### src/rtl/turf_event_pkg.sv
// Shared types and header field layout for the event fragmenter.
// The header offsets are also used by the event control port.
package turf_event_pkg;

  typedef enum logic [2:0] {
    ST_IDLE,
    ST_CHECK,
    ST_CALC,
    ST_HDR,
    ST_FHDR,
    ST_DATA,
    ST_DROP
  } state_t;

  localparam int UDP_HDR_BYTES  = 8;
  localparam int FRAG_HDR_BYTES = 8;

  localparam int HDR_IP_LSB     = 32;
  localparam int HDR_PORT_LSB   = 16;
  localparam int HDR_LEN_LSB    = 0;

  localparam int FHDR_EVNUM_LSB = 32;
  localparam int FHDR_IDX_LSB   = 16;
  localparam int FHDR_FLAG_LSB  = 0;

  function automatic logic [63:0] udp_hdr_word(input logic [31:0] ip,
                                               input logic [15:0] port,
                                               input logic [15:0] len);
    logic [63:0] w;
    w = '0;
    w[HDR_IP_LSB +: 32]   = ip;
    w[HDR_PORT_LSB +: 16] = port;
    w[HDR_LEN_LSB +: 16]  = len;
    return w;
  endfunction

  function automatic logic [63:0] frag_hdr_word(input logic [31:0] evnum,
                                                input logic [15:0] idx,
                                                input logic [15:0] flags);
    logic [63:0] w;
    w = '0;
    w[FHDR_EVNUM_LSB +: 32] = evnum;
    w[FHDR_IDX_LSB +: 16]   = idx;
    w[FHDR_FLAG_LSB +: 16]  = flags;
    return w;
  endfunction

endpackage

### src/rtl/turf_frag_calc.sv
// Sizes the next fragment from the bytes still owed for the event.
// Purely combinational; the parent registers the results in its CALC state.
module turf_frag_calc #(
  parameter int EVLEN_BITS = 20
) (
  input  logic [EVLEN_BITS-1:0] rem_bytes,
  input  logic [9:0]            nfrag,
  output logic [13:0]           maxb,
  output logic [13:0]           fbytes,
  output logic [10:0]           fwords,
  output logic                  last
);

  logic [10:0] max_words;
  logic [13:0] fbytes_rnd;

  always_comb begin
    max_words  = {1'b0, nfrag} + 11'd1;
    maxb       = {max_words, 3'b000};
    last       = (32'(rem_bytes) <= 32'(maxb));
    // when last is set the remainder fits in maxb, so truncation is safe
    fbytes     = last ? 14'(rem_bytes) : maxb;
    fbytes_rnd = fbytes + 14'd7;
    fwords     = fbytes_rnd[13:3];
  end

endmodule

### src/rtl/turf_event_fragmenter.sv
// Splits length-prefixed events into UDP fragments for the open event destination,
// dropping events while closed and counting sent, dropped and malformed events.
module turf_event_fragmenter
  import turf_event_pkg::*;
#(
  parameter int    EVLEN_BITS = 20,
  parameter string DEBUG      = "FALSE"
) (
  input  logic                  aclk,
  input  logic                  areset,
  input  logic [EVLEN_BITS-1:0] s_evlen_tdata,
  input  logic                  s_evlen_tvalid,
  output logic                  s_evlen_tready,
  input  logic [63:0]           s_evdata_tdata,
  input  logic [7:0]            s_evdata_tkeep,
  input  logic                  s_evdata_tlast,
  input  logic                  s_evdata_tvalid,
  output logic                  s_evdata_tready,
  output logic [63:0]           m_udphdr_tdata,
  output logic                  m_udphdr_tvalid,
  input  logic                  m_udphdr_tready,
  output logic [63:0]           m_udpdata_tdata,
  output logic [7:0]            m_udpdata_tkeep,
  output logic                  m_udpdata_tlast,
  output logic                  m_udpdata_tvalid,
  input  logic                  m_udpdata_tready,
  input  logic [9:0]            nfragment_count_i,
  input  logic [15:0]           fragsrc_mask_i,
  input  logic [31:0]           event_ip_i,
  input  logic [15:0]           event_port_i,
  input  logic                  event_open_i,
  output logic [31:0]           event_count_o,
  output logic [15:0]           drop_count_o,
  output logic [15:0]           err_count_o
);

  state_t state, state_next;

  logic [EVLEN_BITS-1:0] len_q, rem_q;
  logic [31:0] ip_q, evnum_q, event_count_q;
  logic [15:0] port_q, mask_q, frag_idx_q, drop_count_q, err_count_q;
  logic [9:0]  nfrag_q;
  logic        open_q, last_q, drop_err_q;
  logic [13:0] maxb_q, fbytes_q;
  logic [10:0] fwords_q, word_cnt_q;

  logic [13:0] calc_maxb, calc_fbytes;
  logic [10:0] calc_fwords;
  logic        calc_last;

  logic evlen_hs, hdr_hs, data_hs, drop_hs;
  logic frag_end, event_end;

  turf_frag_calc #(.EVLEN_BITS(EVLEN_BITS)) u_calc (
    .rem_bytes (rem_q),
    .nfrag     (nfrag_q),
    .maxb      (calc_maxb),
    .fbytes    (calc_fbytes),
    .fwords    (calc_fwords),
    .last      (calc_last)
  );

  assign evlen_hs  = (state == ST_IDLE) && s_evlen_tvalid;
  assign hdr_hs    = (state == ST_HDR) && m_udphdr_tready;
  assign data_hs   = (state == ST_DATA) && s_evdata_tvalid && m_udpdata_tready;
  assign drop_hs   = (state == ST_DROP) && s_evdata_tvalid && s_evdata_tlast;
  assign frag_end  = (word_cnt_q == fwords_q - 11'd1);
  assign event_end = last_q && frag_end;

  always_ff @(posedge aclk) begin
    if (areset) state <= ST_IDLE;
    else        state <= state_next;
  end

  always_comb begin
    state_next = state;
    unique case (state)
      ST_IDLE:  if (s_evlen_tvalid) state_next = ST_CHECK;
      ST_CHECK: state_next = (!open_q || len_q == '0) ? ST_DROP : ST_CALC;
      ST_CALC:  state_next = ST_HDR;
      ST_HDR:   if (hdr_hs) state_next = ST_FHDR;
      ST_FHDR:  if (m_udpdata_tready) state_next = ST_DATA;
      ST_DATA: begin
        // an input tlast always ends the event, early or not
        if (data_hs) begin
          if (s_evdata_tlast) state_next = ST_IDLE;
          else if (event_end) state_next = ST_DROP;
          else if (frag_end)  state_next = ST_CALC;
        end
      end
      ST_DROP:  if (drop_hs) state_next = ST_IDLE;
      default:  state_next = ST_IDLE;
    endcase
  end

  always_comb begin
    s_evlen_tready   = (state == ST_IDLE) && !areset;
    s_evdata_tready  = 1'b0;
    m_udphdr_tvalid  = (state == ST_HDR);
    m_udphdr_tdata   = udp_hdr_word(ip_q, port_q,
                                    16'(fbytes_q) + 16'(UDP_HDR_BYTES + FRAG_HDR_BYTES));
    m_udpdata_tvalid = 1'b0;
    m_udpdata_tdata  = frag_hdr_word(evnum_q, frag_idx_q,
                                     (frag_idx_q == '0) ? mask_q : {15'd0, last_q});
    m_udpdata_tkeep  = 8'hFF;
    m_udpdata_tlast  = 1'b0;
    unique case (state)
      ST_FHDR: m_udpdata_tvalid = 1'b1;
      ST_DATA: begin
        s_evdata_tready  = m_udpdata_tready;
        m_udpdata_tvalid = s_evdata_tvalid;
        m_udpdata_tdata  = s_evdata_tdata;
        m_udpdata_tkeep  = (event_end || s_evdata_tlast) ? s_evdata_tkeep : 8'hFF;
        m_udpdata_tlast  = frag_end || s_evdata_tlast;
      end
      ST_DROP: s_evdata_tready = 1'b1;
      default: ;
    endcase
  end

  always_ff @(posedge aclk) begin
    if (areset) begin
      len_q <= '0; rem_q <= '0; ip_q <= '0; port_q <= '0; mask_q <= '0;
      nfrag_q <= '0; open_q <= 1'b0; last_q <= 1'b0; drop_err_q <= 1'b0;
      maxb_q <= '0; fbytes_q <= '0; fwords_q <= '0; word_cnt_q <= '0;
      frag_idx_q <= '0; evnum_q <= '0;
      event_count_q <= '0; drop_count_q <= '0; err_count_q <= '0;
    end else begin
      unique case (state)
        ST_IDLE: if (evlen_hs) begin
          len_q   <= s_evlen_tdata;
          ip_q    <= event_ip_i;
          port_q  <= event_port_i;
          open_q  <= event_open_i;
          nfrag_q <= nfragment_count_i;
          mask_q  <= fragsrc_mask_i;
        end
        ST_CHECK: begin
          rem_q      <= len_q;
          frag_idx_q <= '0;
          drop_err_q <= (len_q == '0);
          if (len_q == '0 && err_count_q != '1) err_count_q <= err_count_q + 16'd1;
        end
        ST_CALC: begin
          maxb_q     <= calc_maxb;
          fbytes_q   <= calc_fbytes;
          fwords_q   <= calc_fwords;
          last_q     <= calc_last;
          word_cnt_q <= '0;
        end
        ST_DATA: if (data_hs) begin
          word_cnt_q <= word_cnt_q + 11'd1;
          if (s_evdata_tlast || event_end) evnum_q <= evnum_q + 32'd1;
          if (s_evdata_tlast && event_end) begin
            if (event_count_q != '1) event_count_q <= event_count_q + 32'd1;
          end else if (s_evdata_tlast || event_end) begin
            if (err_count_q != '1) err_count_q <= err_count_q + 16'd1;
            if (!s_evdata_tlast) drop_err_q <= 1'b1;
          end else if (frag_end) begin
            rem_q      <= rem_q - EVLEN_BITS'(maxb_q);
            frag_idx_q <= frag_idx_q + 16'd1;
          end
        end
        ST_DROP: if (drop_hs && !drop_err_q && drop_count_q != '1)
          drop_count_q <= drop_count_q + 16'd1;
        default: ;
      endcase
    end
  end

  assign event_count_o = event_count_q;
  assign drop_count_o  = drop_count_q;
  assign err_count_o   = err_count_q;

  generate
    if (DEBUG == "TRUE") begin : g_debug
      // registered probes for an ILA on the handshakes and state
      (* mark_debug = "true" *) logic [2:0] dbg_state;
      (* mark_debug = "true" *) logic [3:0] dbg_hs;
      always_ff @(posedge aclk) begin
        dbg_state <= state;
        dbg_hs    <= {evlen_hs, hdr_hs, data_hs, drop_hs};
      end
    end
  endgenerate

endmodule

### config.mk
export PLATFORM = sky130hd
export DESIGN_NAME = turf_event_fragmenter
export DESIGN_NICKNAME = d
export VERILOG_FILES = /design/src/rtl/turf_event_pkg.sv /design/src/rtl/turf_frag_calc.sv /design/src/rtl/turf_event_fragmenter.sv
export SDC_FILE = /design/constraint.sdc
export NUM_CORES = 1
export LEC_CHECK = 0
export CORE_MARGIN = 2
export CORE_UTILIZATION = 45
export CTS_CLUSTER_DIAMETER = 150
export DETAILED_ROUTE_END_ITERATION = 8
export PLACE_DENSITY = 0.75
export SETUP_SLACK_MARGIN = 0.4
export SLEW_MARGIN = 20
export SYNTH_ARGS = -nofsm -noshare
export SYNTH_HDL_FRONTEND = slang
export SYNTH_SLANG_ARGS = --single-unit
### constraint.sdc
create_clock -name aclk -period 5.4 [get_ports aclk]
set_input_delay 0.54 -clock aclk [delete_from_list [all_inputs] [get_ports aclk]]
set_output_delay 0.54 -clock aclk [all_outputs]
set_load 0.01 [all_outputs]
==> results of run 1 <==
final timing paths:
path,startpoint,to,slack (ns)
setup / recovery,fwords_q[0],m_udpdata_tkeep[5],1.21
hold / removal,fbytes_q[2],fbytes_q[2],0.45
setup reg to reg,nfrag_q[0],fwords_q[10],1.34
hold reg to reg,fbytes_q[2],fbytes_q[2],0.45
cells in the mapped netlist, drive strengths merged, types with 4 or more instances:
master	n	share of area
nand2	474	0.13
dfxtp	279	0.40
nor2	184	0.049
a21oi	166	0.059
clkbuf	92	0.025
nand3	71	0.025
o21ai	65	0.023
xnor2	64	0.040
xor2	61	0.038
nor3	54	0.020
or3	35	0.016
inv	34	0.0091
nand4	33	0.015
ha	32	0.029
and3	30	0.013
a211oi	29	0.016
nor4	19	0.0095
buf	18	0.0070
nand2b	14	0.0062
nor2b	14	0.0062
and4	13	0.0081
and2	10	0.0045
o211ai	10	0.0053
mux2	8	0.0064
or4	7	0.0040
mux2i	5	0.0036
nor3b	5	0.0027
o21a	5	0.0027
or2	5	0.0022
a21o	4	0.0021
a31oi	4	0.0029
o31ai	4	0.0021
kinds of logic after synthesis:
family,after synthesis
compound gates,316
xor+xnor,125
fa+ha+maj,33
buf+inv,144
flops,279
mux,13
other cells,1
simple gates,974
registers in the layout, indices dropped and copies added (netlist names):
register and flops:
event_count_o 32, evnum_q 32, ip_q 32, len_q 20
rem_q 20, drop_count_o 16, err_count_o 16, frag_idx_q 16
mask_q 16, port_q 16, fbytes_q 14, fwords_q 11
maxb_q 11, word_cnt_q 11, nfrag_q 10, state 3
drop_err_q 1, last_q 1, open_q 1
routing by layer:
metal  routed length, um  GRT usage  vias up  share of wire
li1                    -          -     7014              -
met1               18100      0.320     6679           0.42
met2               21300      0.446      406           0.49
met3                3200     0.0675       70          0.074
met4                 979     0.0610        2          0.022
met5                  13          0        -        0.00030
worst register-to-register path: cells and delay by family, from the launching register on:
kind | cells | cell delay, ns
AO/OA/AOI/OAI | 1 | 0.34
XOR/XNOR | 1 | 0.19
adder cells (fa/ha/maj) | 2 | 0.58
flip-flops | 1 | 0.44
AND/OR/NAND/NOR | 10 | 2.44
power by group through the flow:
| stage | Clock, mW | Sequential (mW) | Combinational, mW |
|---|---|---|---|
| 6_report | 2.23 | 2.65 | 3.25 |
| 5_1_grt | 2.36 | 2.68 | 3.59 |
| 4_1_cts | 2.28 | 2.64 | 3.22 |
| 3_5_place_dp | 0 | 2.68 | 3.20 |
| 3_3_place_gp | 0 | 2.67 | 3.14 |
| 2_1_floorplan | 0 | 2.59 | 2.19 |
layout make-up:
| type | instances | area [sq um] | share of cell area |
|---|---|---|---|
| inverter | 34 | 128 | 0.00669 |
| multi-input combinational | 1462 | 7910 | 0.415 |
| antenna | 3 | 7.51 | 0.000394 |
| clock inverter | 16 | 201 | 0.0106 |
| tap | 396 | 495 | 0.0260 |
| sequential | 279 | 5590 | 0.293 |
| clock buffer | 41 | 883 | 0.0463 |
| timing repair buffer | 386 | 3860 | 0.203 |
per-stage QoR:
step / total power [mW] / setup WS, ns / util / instance area (sq um) / instances
after global routing: 8.64 / 1.06 / 0.622 / 19100 / 2614
after CTS: 8.13 / 1.20 / 0.621 / 19000 / 2613
after global placement: 5.81 / 1.60 / 0.586 / 18000 / 2556
after floorplan: 4.78 / 2.12 / - / 14000 / 1885
final: 8.13 / 1.21 / 0.622 / 19100 / 2617
after detailed placement: 5.88 / 1.43 / 0.586 / 18000 / 2556
cell usage in the layout, fill, tap and decap left out, types with 18 or more instances in the layout:
cell type          n
clkdlybuf4s50_1  376
and3_1            30
nand4_1           33
nand2_1          472
ha_1              32
a211oi_1          28
clkbuf_16         31
a21oi_1          166
o21ai_0           64
nor3_1            50
nor4_1            18
xor2_1            61
nand3_1           71
or3_1             35
xnor2_1           64
nor2_1           184
inv_1             34
dfxtp_1          279
==> run metrics, run 1 <==
outcome finished, final reports clean; Worst path slowest cell or4_4; Max Clk Rate approximately 240 MHz; drt first pass iters 6; peak supply drop between 300 and 400 uV; gr ovfl total 0; vias in the first global route 13,600; period utilisation layout 0.776; Root Driver clkbuf_16; FP Rows 64; compound-cell area share of the yosys netlist 0.131; Unique masters post-synth 64; H-tree lvl count 1; CTS Hold Bufs 0; number of enable flip-flop cells after synthesis 0; CORE AREA between 0.03 and 0.04 sq mm; sw power 3.10 mW; Setup CP Type flip-flop to output port; CP max stage delay 0.56 ns; Synth Register Bits 279; Simple-Gate Fraction of Synth Area 0.312; synth warn 0; CP required just under 5 ns; post-route ant nets 0; crit path launch type flip-flop; PostCTS Resize Cnt 0; Synth Flop Type dfxtp_1; clock tree buffer depth 3; DRT iter0 DRCs 979; PwrDens 426 mW/mm^2; post-DR vias/cell between 5 and 6; delay-heaviest family, CP simple AND/OR/NAND/NOR gates; Min Hold Slack about 0.45 ns; # setup viols final 0; vias 14,200; Syn Area/Cell 7.45 sq um; Worst-Margin Slew 0.995 ns; # Max-Cap Violations 0; Min-Delay Path Class flip-flop to flip-flop; CP Buf/Inv Count 1; internal power around 5 mW; Worst-path clk slew about 0.060 ns; Worst Clk Skew between 0.03 and 0.04 ns; Worst path depth 7; routed wire length ~44,000 um; Synth Area in Adders 0.0299; layout cell share with drive strength beyond 1 0.0410; Post-Syn Instances about 1,900; sequential power share 0.326; final hold vios 0; first-pass GRT wire length slightly above 70,000 um; area of the mapped netlist 0.0140 sq mm; largest net degree at the start of global routing 120; Max-Slew Margin vs Limit 0.336; Num Clock Sinks approximately 280; post-synthesis mux area share 0.00998; Area growth syn-to-layout 35.8%; CTS Buf Count 31; Leak Pwr about 6.9 nW; GRT Total Usage 0.258; Most Frequent Cell on Critical Path or3_1; CP endpoint kind output port; IO Pins 379; Nets 2,401; Remaining DRCs 0; Routed wire per std cell 16.6 um; Buffers on Ports approximately 380; initial core utilization 0.458; reg2reg path depth 14; die width 181 um; DIE AREA 0.0326 sq mm; largest family of logic cells by synthesized area simple AND/OR/NAND/NOR gates; DP Wirelength 31,400 um; die height 181 um; setup_tns 0 ns; setup bufs post-CTS 0; critical-path cell list or4_4, or3_1, a221o_1, a211oi_4, a31oi_4, or3_1, clkdlybuf4s50_1; Final Slew Violations 0; sequential element share of the synthesized area 0.398; Final Critical Period 4.19 ns; RSZ-0062 raised after global routing false; Clock Power Share 0.275; async set-reset flop share out of synthesis 0; XOR/XNOR Fraction of Synth Area 0.0779; FILL cells between 2,000 and 3,000; hold path depth 2; Skew-Pair Late Insertion Delay approximately 0.60 ns; antenna violations before repair 5; combinational share of power 0.399; gpl congestion 0.898; Syn Nets 2,092; Net Sw Frac 0.382; Arr. time, crit path about 3.7 ns; worst-path maximum fanout 14; CTS tree done
(Power assumes the default switching activity.)
==> inputs of run 2 (changes only) <==
clock period = 4.3 ns   (was 5.4 ns; I/O delays follow)
==> run 2 against run 1 <==
Sequential share of layout area is 0.17 points lower; total power up 26%; routed wire length is 1.0% lower; via count is 0.88% lower; first-iteration DRC count grew 5.5%; global-route usage shrank 0.61 points; die area unchanged; critical path type unchanged; largest cell class unchanged.
==> run metrics, run 2 (synthesized netlist as in run 1, its figures left out) <==
outcome finished, final reports clean; DP Wirelength around 30,000 um; DIE AREA 0.0326 sq mm; Routed wire per std cell 16.4 um; placed cells between 2,000 and 3,000; area of the multi-input gates 0.00796 sq mm; Root Driver clkbuf_16; Max Clk Rate ~250 MHz; hold path depth 3; Worst-Margin Slew 0.915 ns; Worst Clk Skew 0.0109 ns; non-filler cells, final 2,630; drt first pass iters 6; PwrDens between 500 and 600 mW/mm^2; routed wire length 43,100 um; antenna violations before repair 8; setup_tns 0 ns; most common cell after layout, fill and taps aside nand2_1; gr ovfl total 0; crit path launch type flip-flop; CTS Buf Count 30; post-DR vias/cell 5.34; CTS Hold Bufs 0; die width 181 um; layout cell share with drive strength beyond 1 0.0471; worst-path maximum fanout 5; # Max-Cap Violations 0; Max-Slew Margin vs Limit 0.385; FILL cells 2,640; reg2reg path depth 11; Min-Delay Path Class input port to flip-flop; Leak Pwr between 6 and 7 nW; Final Critical Period 3.96 ns; post-route ant nets 0; initial core utilization 0.458; Buffers on Ports 377; FP Rows 64; vias around 14,000; RSZ-0062 raised after global routing true; CP required 3.87 ns; clock tree buffer depth 3; Register Area 0.00559 sq mm; Arr. time, crit path 3.53 ns; peak supply drop 423 uV; Nets approximately 2,400; die height 181 um; Skew-Pair Late Insertion Delay 0.56 ns; # setup viols final 0; H-tree lvl count 1; DRT iter0 DRCs 1,033; GRT Total Usage 0.252; CTS tree done; largest net degree at the start of global routing ~190; Final Slew Violations 0; CP endpoint kind output port; Setup CP Type flip-flop to output port; period utilisation layout 0.922; final hold vios 0; first-pass GRT wire length approximately 69,000 um; Num Clock Sinks 279; CORE AREA 0.0307 sq mm; vias in the first global route 13,300; IO Pins 379; Area growth syn-to-layout 36.6%; Remaining DRCs 0; commonest cells after routing, fill and taps aside nand2_1, clkdlybuf4s50_1, dfxtp_1; Worst-path clk slew 0.06 ns; gpl congestion roughly 0.9
-- run 2: cell types whose count changed in the layout (fill, tap and decap cells not counted), moves of 2 or more --
cell / before / now
buf_12: 0 / 2
diode_2: 3 / 6
clkinv_2: 9 / 6
buf_4: 8 / 16
dlymetal6s2s_1: 0 / 2
a21oi_2: 0 / 2
a21oi_1: 166 / 164
clkbuf_1: 3 / 5
clkbuf_8: 8 / 12
clkdlybuf4s50_1: 376 / 374
-- run 2: worst max-delay path: stages, from the launching register on --
cell,delay (ns)
dfxtp_1,0.36
or4_4,0.56
or3_1,0.35
a221o_1,0.35
a211oi_4,0.19
buf_4,0.17
a31oi_4,0.13
or3_1,0.38
clkdlybuf4s50_1,0.49
-- run 2: layout make-up --
class,instances,share of cell area
Multi-Input combinational cell,1463,0.415
Timing Repair Buffer,396,0.206
Clock inverter,10,0.00711
Inverter,34,0.00665
Clock buffer,46,0.0480
Antenna cell,6,0.000782
Tap cell,396,0.0258
Sequential cell,279,0.291
-- run 2: power breakdown --
group          internal [mW]  leakage, nW  total [mW]  switching (mW)
Combinational           1.75         4.15        4.21            2.46
Sequential              2.94         2.26        3.33           0.391
Clock                   1.65        0.527        2.71            1.06
-- run 2: path summary, 6_finish.rpt --
path	start	to	slack, ns
worst max-delay path	fwords_q[0]	m_udpdata_tkeep[3]	0.34
worst min-delay path	event_ip_i[2]	ip_q[2]	0.41
worst max register to register	fwords_q[0]	err_count_o[15]	0.53
worst min register to register	port_q[4]	port_q[4]	0.45
-- run 2: layer usage --
layer,GRT usage,part of all wire,up-vias
li1,-,-,7044
met1,0.322,0.42,6510
met2,0.412,0.47,414
met3,0.0740,0.079,74
met4,0.0729,0.027,4
met5,0,0.00063,-
-- run 2: timing repair --
item                                   in CTS  in global routing
endpoints found under the hold margin       0                  0
gates cloned                                0                  1
gates resized for setup                     1                 11
setup endpoints to repair                  37                 46
pin swaps                                   2                  3
setup buffers                               2                  2
-- run 2: stage by stage --
stage	util	hold WS [ns]	power (mW)	instance area, sq um	setup slack, ns
4_1_cts	0.622	0.392	10.2	19100	0.314
2_1_floorplan	-	0.432	6.00	14000	1.02
5_1_grt	0.625	0.410	10.9	19200	0.251
3_5_place_dp	0.587	0.446	7.45	18000	0.586
6_report	0.626	0.415	10.2	19200	0.337
3_3_place_gp	0.587	0.441	7.38	18000	0.713
==> inputs of run 3 (changes only) <==
CTS_CLUSTER_SIZE = 10   (was default)
==> run 3 against run 2 <==
Flip-flop and latch count is the same; hold slack lost 0.0050 ns; routed wire length shrank 0.94%; non-clock buffer count shrank 2; sequential power is essentially flat; core utilization shrank 1.0 points; clock skew grew 0.0088 ns; combinational power shrank 1%; first-iteration DRC count shrank 4.5%; via count shrank 0.34%; clock power shrank 17%; critical path type unchanged; critical endpoint unchanged; largest power group unchanged.
==> run metrics, run 3 (synthesized netlist as in run 1, its figures left out) <==
Area growth syn-to-layout 34.4%; routed wire length between 40,000 and 50,000 um; commonest cells after routing, fill and taps aside nand2_1, clkdlybuf4s50_1, dfxtp_1; combinational share of power 0.428; gr ovfl total 0; CORE AREA 0.0307 sq mm; Final Slew Violations 0; CTS tree done; outcome finished, final reports clean; most common cell after layout, fill and taps aside nand2_1; first-pass GRT wire length a little under 70,000 um; Net Sw Frac 0.389; initial core utilization 0.458; delay-heaviest family, CP simple AND/OR/NAND/NOR gates; layout cell share with drive strength beyond 1 0.0372; gpl congestion just over 0.9; RSZ-0062 raised after global routing true; Skew-Pair Late Insertion Delay 0.56 ns; FILL cells 2,672; clock tree buffer depth 3; met1 global-route usage 0.320; Place WS 0.586 ns; reg2reg path depth 10; PwrDens 516 mW/mm^2; vias approximately 14,000; CP max stage delay 0.54 ns; setup_tns 0 ns; FP Rows 64; Placement Cell Area 0.0180 sq mm; Hold EP mask_q[13]; DRT iter0 DRCs 986; final worst setup slack 0.373 ns; Post-Layout Inst Area 0.0189 sq mm; CP Buf/Inv Count 2; Worst Clk Skew 0.0197 ns; RR Startpoint fwords_q[0]; vias in the first global route 13,200; CP endpoint kind output port; Nets 2,409; worst-path maximum fanout 9; Root Driver clkbuf_16; Final Critical Period 3.93 ns; Max-Slew Margin vs Limit 0.398; Num Clock Sinks between 200 and 300; DIE AREA roughly 0.033 sq mm; critical-path cell list inv_1, ha_1, or3b_2, or3_1, a21o_1, a31o_2, a31oi_4, or3_1, clkdlybuf4s50_1; # Max-Cap Violations 0; Max Clk Rate 255 MHz; Remaining DRCs 0; antenna violations before repair 8; DP Wirelength 30,400 um; period utilisation layout 0.913; die height 181 um; worst reg2reg endpoint err_count_o[15]; crit path launch type flip-flop; Clock Power Share 0.230; hold path depth 3; Min-Delay Path Class input port to flip-flop; CTS Buf Count 31; IO Pins 379; GRT Total Usage 0.252; post-DR vias/cell roughly 5.4; # setup viols final 0; Hold Startpoint fragsrc_mask_i[13]; drt first pass iters 5; internal power 5.95 mW; Worst-path clk slew around 0.06 ns; Routed wire per std cell 16.4 um; Worst path slowest cell clkdlybuf4s50_1; CP required 3.87 ns; post-route ant nets 0; Leak Pwr between 6 and 7 nW; sequential power share 0.341; final hold vios 0; Reg2Reg Setup Slack ~0.6 ns; largest net degree at the start of global routing about 190; Most Frequent Cell on Critical Path or3_1; Setup CP Type flip-flop to output port; peak supply drop 445 uV; final core utilization 0.615; CTS Hold Bufs 0; sw power approximately 3.8 mW; met2 Usage GRT 0.411; Arr. time, crit path ~3.5 ns; H-tree lvl count 1; Buffers on Ports roughly 380; die width 181 um; Worst-Margin Slew 0.894 ns; most used routing layer in global routing met2; grt met3 use 0.0732; Min Hold Slack 0.410 ns
run 3: cell count changes in the layout (fill, tap and decap cells not counted), sizes merged:
cell and change:
a31oi -1, bufinv -3, inv +1, clkdlybuf4s50 +1
clkinv -7, buf -2, clkbuf -14, dlymetal6s2s -1
run 3: worst max-delay path by stage:
stage                     start  depth (start not counted)                 end
floorplan            nfrag_q[0]                         14        fwords_q[10]
global placement     nfrag_q[0]                         14        fwords_q[10]
detailed placement   nfrag_q[0]                         14        fwords_q[10]
CTS                 fwords_q[0]                          7  m_udpdata_tkeep[1]
global route        fwords_q[0]                          7  m_udpdata_tkeep[3]
finish              fwords_q[0]                          9  m_udpdata_tkeep[3]
run 3: metal layers:
layer  part of all wire  routed length (um)
met1               0.43               18200
met3              0.080                3410
met2               0.46               19700
met5            0.00070                  30
met4              0.033                1400
run 3: final cells by class:
class,count,area [sq um],share of cell area
Multi-Input combinational cell,1462,7920,0.420
Sequential cell,279,5590,0.296
Timing Repair Buffer,394,3940,0.209
Clock buffer,32,779,0.0413
Tap cell,396,495,0.0262
Inverter,34,128,0.00676
Antenna cell,6,15.0,0.000795
Clock inverter,1,8.76,0.000464
run 3: what timing repair did:
action                     4_1_cts  5_1_grt
pin swaps                        2        2
setup buffers                    2        0
setup endpoints to repair       34       25
resized for setup                2        6
run 3: power by group through the flow:
| stage | Clock, mW | Sequential [mW] | Combinational (mW) |
|---|---|---|---|
| final | 2.24 | 3.32 | 4.17 |
| after detailed placement | 0 | 3.36 | 4.08 |
| after CTS | 2.31 | 3.31 | 4.12 |
| after global placement | 0 | 3.35 | 4.03 |
| after floorplan | 0 | 3.26 | 2.75 |
| after global routing | 2.41 | 3.37 | 4.63 |
run 3: metrics by stage:
| stage | power [mW] | cells |
|---|---|---|
| finish | 9.74 | 2604 |
| global route | 10.4 | 2601 |
| CTS | 9.74 | 2597 |
| detailed placement | 7.45 | 2562 |
| global placement | 7.38 | 2562 |
| floorplan | 6.00 | 1885 |
run 3: worst reg2reg max path, cell delays in order, from the launching register on:
cell and delay [ns]:
dfxtp_1 0.35, or4_4 0.55, or3_1 0.35, a221o_1 0.38, a211oi_4 0.24, a31oi_4 0.19, buf_4 0.23, o21a_1 0.34
nor4_4 0.43, nor2b_1 0.20, mux2_2 0.33
